===== config.mk =====
export PLATFORM = sky130hd
export DESIGN_NAME = riscv_reg_file
export DESIGN_NICKNAME = d
export VERILOG_FILES = /design/src/rtl/riscv_32i_defs_pkg.sv /design/src/rtl/reg_file_read_port.sv /design/src/rtl/riscv_reg_file.sv
export SDC_FILE = /design/constraint.sdc
export NUM_CORES = 2
export LEC_CHECK = 0
export CAP_MARGIN = 20
export CELL_PAD_IN_SITES_DETAIL_PLACEMENT = 0
export CELL_PAD_IN_SITES_GLOBAL_PLACEMENT = 1
export CORE_AREA = 2 2 440 442
export CTS_BUF_LIST = sky130_fd_sc_hd__clkbuf_2 sky130_fd_sc_hd__clkbuf_4 sky130_fd_sc_hd__clkbuf_8
export DETAILED_ROUTE_END_ITERATION = 10
export DIE_AREA = 0 0 442 444
export PLACE_DENSITY_LB_ADDON = 0.1
export SLEW_MARGIN = 30
export SYNTH_ARGS = -nofsm -noshare
export SYNTH_HDL_FRONTEND = slang
export SYNTH_SLANG_ARGS = --single-unit

===== constraint.sdc =====
create_clock -name clk -period 2.9 [get_ports clk]
set_input_delay 0.725 -clock clk [delete_from_list [all_inputs] [get_ports clk]]
set_output_delay 0.725 -clock clk [all_outputs]
set_load 0.1 [all_outputs]

===== src/rtl/riscv_32i_defs_pkg.sv =====
// Shared RV32I definitions: word/index types, architectural register names and sizes.
// Used by riscv_reg_file and its read-port sub-module.
package riscv_32i_defs_pkg;

   localparam int XLEN     = 32;
   localparam int NUM_REGS = 32;

   typedef logic [XLEN-1:0] word_t;
   typedef logic [4:0]      reg_addr_t;

   typedef enum logic [4:0] {
      X0 = 5'd0, X1,  X2,  X3,  X4,  X5,  X6,  X7,
      X8,        X9,  X10, X11, X12, X13, X14, X15,
      X16,       X17, X18, X19, X20, X21, X22, X23,
      X24,       X25, X26, X27, X28, X29, X30, X31
   } reg_name_t;

endpackage


===== src/rtl/reg_file_read_port.sv =====
// One combinational read port of the integer register file: index mux, x0 forced to zero.
// With REG_FILE_WRITE_BYPASS_EN defined, an in-flight write to the same index is forwarded.
module reg_file_read_port
   import riscv_32i_defs_pkg::*;
#(
   parameter int DATA_WIDTH = XLEN,
   parameter int NUM_REGS   = riscv_32i_defs_pkg::NUM_REGS,
   parameter int ADDR_WIDTH = $clog2(NUM_REGS)
) (
   input  logic [ADDR_WIDTH-1:0] rd_reg,
   input  logic [DATA_WIDTH-1:0] regs [NUM_REGS],
`ifdef REG_FILE_WRITE_BYPASS_EN
   input  logic                  wr_en,
   input  logic [ADDR_WIDTH-1:0] wr_reg,
   input  logic [DATA_WIDTH-1:0] wr_data,
`endif
   output logic [DATA_WIDTH-1:0] rd_data
);

   always_comb begin
      rd_data = regs[rd_reg];
`ifdef REG_FILE_WRITE_BYPASS_EN
      if (wr_en && (wr_reg != '0) && (wr_reg == rd_reg)) begin
         rd_data = wr_data;
      end
`endif
      // x0 check last so it overrides both storage and forwarding
      if (rd_reg == ADDR_WIDTH'(X0)) begin
         rd_data = '0;
      end
   end

endmodule


===== src/rtl/riscv_reg_file.sv =====
// RV32I register file: 31 stored registers (x0 hardwired to zero), two async read ports,
// one synchronous write port. Optional write-to-read forwarding: REG_FILE_WRITE_BYPASS_EN.
module riscv_reg_file
   import riscv_32i_defs_pkg::*;
#(
   parameter int DATA_WIDTH = XLEN,
   parameter int NUM_REGS   = riscv_32i_defs_pkg::NUM_REGS,
   parameter int ADDR_WIDTH = $clog2(NUM_REGS)
) (
   input  logic                  clk,
   input  logic                  rst_n,
   input  logic                  wr_en,
   input  logic [ADDR_WIDTH-1:0] wr_reg,
   input  logic [DATA_WIDTH-1:0] wr_data,
   input  logic [ADDR_WIDTH-1:0] rd_reg_1,
   input  logic [ADDR_WIDTH-1:0] rd_reg_2,
   output logic [DATA_WIDTH-1:0] rd_data_1,
   output logic [DATA_WIDTH-1:0] rd_data_2
);

   // No storage for x0; index 0 of the read view is a constant zero
   logic [DATA_WIDTH-1:0] regs_reg [1:NUM_REGS-1];
   logic [DATA_WIDTH-1:0] rd_view  [NUM_REGS];

   always_ff @(posedge clk or negedge rst_n) begin
      if (!rst_n) begin
         for (int i = 1; i < NUM_REGS; i++) begin
            regs_reg[i] <= '0;
         end
      end else if (wr_en && (wr_reg != '0)) begin
         regs_reg[wr_reg] <= wr_data;
      end
   end

   generate
      for (genvar gi = 0; gi < NUM_REGS; gi++) begin : g_view
         if (gi == 0) begin : g_zero
            assign rd_view[gi] = '0;
         end else begin : g_reg
            assign rd_view[gi] = regs_reg[gi];
         end
      end
   endgenerate

   reg_file_read_port #(
      .DATA_WIDTH (DATA_WIDTH),
      .NUM_REGS   (NUM_REGS),
      .ADDR_WIDTH (ADDR_WIDTH)
   ) u_rd_port_1 (
      .rd_reg  (rd_reg_1),
      .regs    (rd_view),
`ifdef REG_FILE_WRITE_BYPASS_EN
      .wr_en   (wr_en),
      .wr_reg  (wr_reg),
      .wr_data (wr_data),
`endif
      .rd_data (rd_data_1)
   );

   reg_file_read_port #(
      .DATA_WIDTH (DATA_WIDTH),
      .NUM_REGS   (NUM_REGS),
      .ADDR_WIDTH (ADDR_WIDTH)
   ) u_rd_port_2 (
      .rd_reg  (rd_reg_2),
      .regs    (rd_view),
`ifdef REG_FILE_WRITE_BYPASS_EN
      .wr_en   (wr_en),
      .wr_reg  (wr_reg),
      .wr_data (wr_data),
`endif
      .rd_data (rd_data_2)
   );

endmodule


# --- Yosys cells after proc, flatten, opt, wreduce, memory -nomap -nowiden ---
# Index checks and enable logic that the tools add are counted.
totals:
  ff_bits: 992
  output_inout_bits: 64
classes:
  reduce_logical: 5
  magnitude_cmp: 4
  bitwise_logic: 3
  muxes: 11
ops:
  columns: ["op", "n"]
  rows:
  - ["992-bit bitwise mux", 1]
  - ["32-bit binary-select mux with 5-bit select", 2]
  - ["32-bit two-way mux", 7]
  - ["32-bit demux with 5-bit select", 1]
  - ["6-bit >= comparator (second input constant)", 3]
  - ["5-bit NOT with 6-bit output", 3]
  - ["5-bit zero test", 2]
  - ["6-bit by 1-bit less-than comparator with 1-bit output (second input constant)", 1]
  - ["5-bit nonzero test", 1]
  - ["1-bit logical AND", 2]

# --- Depth between registers and ports, before layout ---
depth:
  word_depth: 6
  depth_mapped: 9
  ltp_nobuf: 4

# --- Cells and area by module ---
# From an unflattened synthesis, not the netlist that was laid out.
hier_totals:
  cells_unflattened: 3552
  area_unflattened_um2: 53830.4
by_module_without_submodules:
  columns: ["mod", "area_per_inst_um2", "instances", "cells_per_inst"]
  rows:
  - ["riscv_reg_file", 37094.3, 1, 2224]
  - ["reg_file_read_port", 8368.0, 2, 664]

# --- Least setup slack after synthesis ---
# Ideal clock, no wire load.
synth_timing:
  kind: "input-to-output"
  startpoint: "input port rd_reg_2[2]"
  endpoint: "output port rd_data_2[1]"
  path_stages: 7
  arrival_time_ns: 4.097
  slack_ns: -1.922
  n_path_buf: 4
  path_cell_list: "clkbuf_1 buf_2 buf_2 clkbuf_1 a221o_1 a31oi_1 a211oi_1"
synth_via:
  elab_chain_cells: 5
synth_rtl:
  columns: ["item", "line_no", "rtl"]
  rows:
  - ["start: declaration", "riscv_reg_file.sv:16", "input logic [ADDR_WIDTH-1:0] rd_reg_2,"]
  - ["5-bit NOT with 6-bit output (not written as such)", "reg_file_read_port.sv:21", "rd_data = regs[rd_reg];"]
  - ["32-bit binary-select mux with 5-bit select", "reg_file_read_port.sv:21", null]
  - ["32-bit two-way mux (not written as such) (2 in a row)", "reg_file_read_port.sv:21", null]
  - ["32-bit two-way mux (*)", "reg_file_read_port.sv:28", "if (rd_reg == ADDR_WIDTH'(X0)) begin"]
  - ["end: declaration", "riscv_reg_file.sv:18", "output logic [DATA_WIDTH-1:0] rd_data_2"]
# Every way passes the cells marked *; elsewhere a longest branch is shown, timed or not. The select of a mux whose other input is x is not followed.

# --- Worst setup path after layout ---
layout_timing:
  startpoint: "register regs_reg (netlist bit rd_view[580])"
  endpoint: "output port rd_data_1[4]"
layout_via:
  elab_chain_cells: 4
layout_rtl:
  columns: ["item", "line_no", "rtl"]
  rows:
  - ["start: declaration", "riscv_reg_file.sv:22", "logic [DATA_WIDTH-1:0] regs_reg [1:NUM_REGS-1];"]
  - ["start signal: indexed assignment", "riscv_reg_file.sv:31", "regs_reg[wr_reg] <= wr_data;"]
  - ["32-bit binary-select mux with 5-bit select", "reg_file_read_port.sv:21", null]
  - ["32-bit two-way mux (not written as such) (2 in a row)", "reg_file_read_port.sv:21", null]
  - ["32-bit two-way mux", "reg_file_read_port.sv:28", null]
  - ["end: declaration", "riscv_reg_file.sv:17", "output logic [DATA_WIDTH-1:0] rd_data_1,"]
# No other way between the ends. The select of a mux whose other input is x is not followed.

==> metrics.txt <==
first-pass GRT wire length=305000 µm; fmax=277 MHz; row count=161; global route overflow=0; cells on worst reg2reg path=2; RR Startpoint=rd_view[655]; post-synth top area share=46.5%; post-synth net total=4071; WP data required=2.17 ns; period utilization=124%; post-route insts no fill=7122; Fin Setup TNS=-38.21 ns; H-tree Lvls=4; post-route setup slack=-0.709 ns; fin. max-slew vios=0; input/output buffers=113; initial antenna violation count=8; gpl congestion=0.776; worst skew pair latency=0.91 ns; CTS tree=built; Worst setup EP type=primary output; vias in the first global route=40443; synthesis-to-layout area growth=30.7%; DR vias=37520; Mapped Area=53400 µm²; die area=196000 µm²; Nets=4497; Critical Path AT=2.88 ns; critical path class=flip-flop to primary output; clk slew on worst S/H paths=0.06 ns; die width=442 µm; Least-Margin Pin Slew=0.694 ns; Slew headroom=53.8%; VDD IR-drop max=0.306 mV; Routed WL=210000 µm; Syn Inst Count=4021; failing checks=setup timing; Worst Hold Class=primary input to async pin; clk sinks=992; Largest register FFs=992; Layout Skew=0 ns; drt first-iter violations=1988; Pleak=31.2 nW; maximum root-to-sink buffer count=3; fillers=18457; FF+latch count, synth=992; top post-synthesis cells by area=dfrtp_1 46%, mux2_2 15%, mux2i_1 12%; cell taking the most area after synthesis=dfrtp_1; Initial Utilization=27.9%; final design utilization=36.4%; share of post-route cells with drive strength above 1=44.7%; crit path max fanout=2; via density per instance=5.27; antenna-violating nets left=0; core area=192000 µm²; Final Hold Viols=0; post-DP HPWL=140000 µm; Root Driver=clkbuf_8; Routed wire per std cell=29.5 µm; post-synthesis sequential area ratio=46.5%; pin count of the biggest net entering global routing=102; Final setup viols=64; Post-Syn Area per Cell=13.3 µm²; DIE HEIGHT=444 µm; RSZ-0062 raised after global routing=yes; Ys Warns=0; io pins=114; Pwr per Cell Area=649 nW/µm²; CTS buffer count=190; R2R setup slack=1.96 ns; status=finished with violations; DRC Markers=0; synth unique cells=31; first drt pass iteration count=5; Max-Cap Viols=0; CP Launch Type=flip-flop; minimum clock period=3.61 ns; Crit Reg-Reg Endpoint=rd_view[655]; GRT Util Overall=21.3%; dpl cells=6772
## cells in the mapped netlist
cell,count
buf_4,24
mux2_2,718
nor2b_1,10
a221o_1,64
a31oi_1,1
or2_1,1
nor4_1,1
buf_1,53
mux2_1,402
a21oi_1,1
nand3_1,2
buf_6,16
o22ai_1,254
nand2_1,19
a221oi_1,124
nor3b_1,2
or3_1,3
nand2b_1,10
or2_2,1
a211oi_1,3
dfrtp_1,992
nand4_1,1
inv_1,1
mux4_2,132
buf_2,116
and2_1,2
mux2i_1,632
nand4b_1,3
clkbuf_1,228
nor2_1,13
nor3_1,192
## area by class of cell
type	count	area, µm²	area share (%)
Multi-Input combinational cell	2591	29000	41.6
Sequential cell	992	24800	35.6
Timing Repair Buffer	671	8580	12.3
Clock buffer	306	3820	5.48
Tap cell	2526	3160	4.53
Clock inverter	30	340	0.488
Antenna cell	5	12.5	0.0179
Inverter	1	3.75	0.00538
## routing by layer
metal | share of wire [%] | GRT usage [%] | routed length (µm)
met5 | 0 | 0 | 0
met4 | 2.6 | 6.40 | 5500
met3 | 3.2 | 2.76 | 6730
met2 | 48 | 35.4 | 101000
met1 | 46 | 28.9 | 96300
## worst max-delay path by stage
stage,start,to,slack [ns],cells after the start
3_5_place_dp,rd_reg_1[0],rd_data_1[26],-0.98,9
2_1_floorplan,rd_reg_1[0],rd_data_1[0],-0.42,9
3_3_place_gp,rd_reg_1[0],rd_data_1[26],-0.97,9
4_1_cts,rd_view[557],rd_data_2[13],-0.86,6
6_report,rd_view[580],rd_data_1[4],-0.71,7
5_1_grt,rd_view[516],rd_data_1[4],-0.82,7
## cell families after synthesis
logic type	synth area share [%]
compound gates	6.27
buf+inv	3.74
flops	46.5
mux	41.0
simple gates	2.46
## where the power goes
| part | internal [mW] | total, mW | switching, mW | leakage, nW |
|---|---|---|---|---|
| clock network | 8.89 | 15.3 | 6.42 | 2.22 |
| registers | 16.6 | 18.6 | 2.07 | 12.7 |
| logic | 5.88 | 11.3 | 5.44 | 16.3 |
| total | 31.4 | 45.3 | 13.9 | 31.2 |
## placed cells by master, fill, tap and decap left out, types with 3 or more instances in the layout
master           Yosys  routed
o22ai_1            254     246
nor3_1             192     116
mux2_2             718     656
dfrtp_1            992     992
mux2_1             402     402
nand2_2              0       5
buf_4               24     336
mux2_4               0      62
nor2_4               0      12
nand2_4              0      12
mux4_2             132     132
nor2b_1             10       4
a221oi_4             0      39
clkdlybuf4s50_1      0      38
nand4b_1             3       3
buf_8                0       3
diode_2              0       5
nor3_4               0      62
mux2i_1            632     632
nor2b_4              0       6
or3_4                0       3
a221o_1             64      64
bufinv_16            0       7
buf_12               0     262
clkinv_2             0      18
clkbuf_4             0      62
clkbuf_8             0     244
nor3_2               0      14
o22ai_2              0       8
nand2b_1            10       4
nand2b_4             0       6
a221oi_2             0      56
a221oi_1           124      29
clkinvlp_4           0       3
buf_6               16      28
## timing repair
action,CTS,global route
hold buffers,1,0
buffers inserted,5,12
setup endpoints to repair,64,64
pin swaps,87,8
gates resized for setup,146,31
hold endpoints to repair,160,0
## critical path, stage by stage (launching register included)
cell	delay [ns]
dfrtp_1	0.39
buf_6	0.12
mux4_2	0.45
mux2_4	0.30
a221oi_2	0.25
buf_4	0.18
nor3_4	0.07
buf_12	0.19
## per-stage QoR
stage / worst slack (ns) / instance area, µm² / total power [mW] / hold slack [ns]
floorplan: -0.416 / 55000 / 25.6 / 0.429
global placement: -0.971 / 64500 / 29.7 / 0.487
detailed placement: -0.978 / 64500 / 29.8 / 0.494
CTS: -0.863 / 69500 / 45.8 / 0.180
global route: -0.823 / 69800 / 47.6 / 0.241
finish: -0.709 / 69800 / 45.3 / 0.292
No activity file was read; power rests on OpenSTA's default activity.
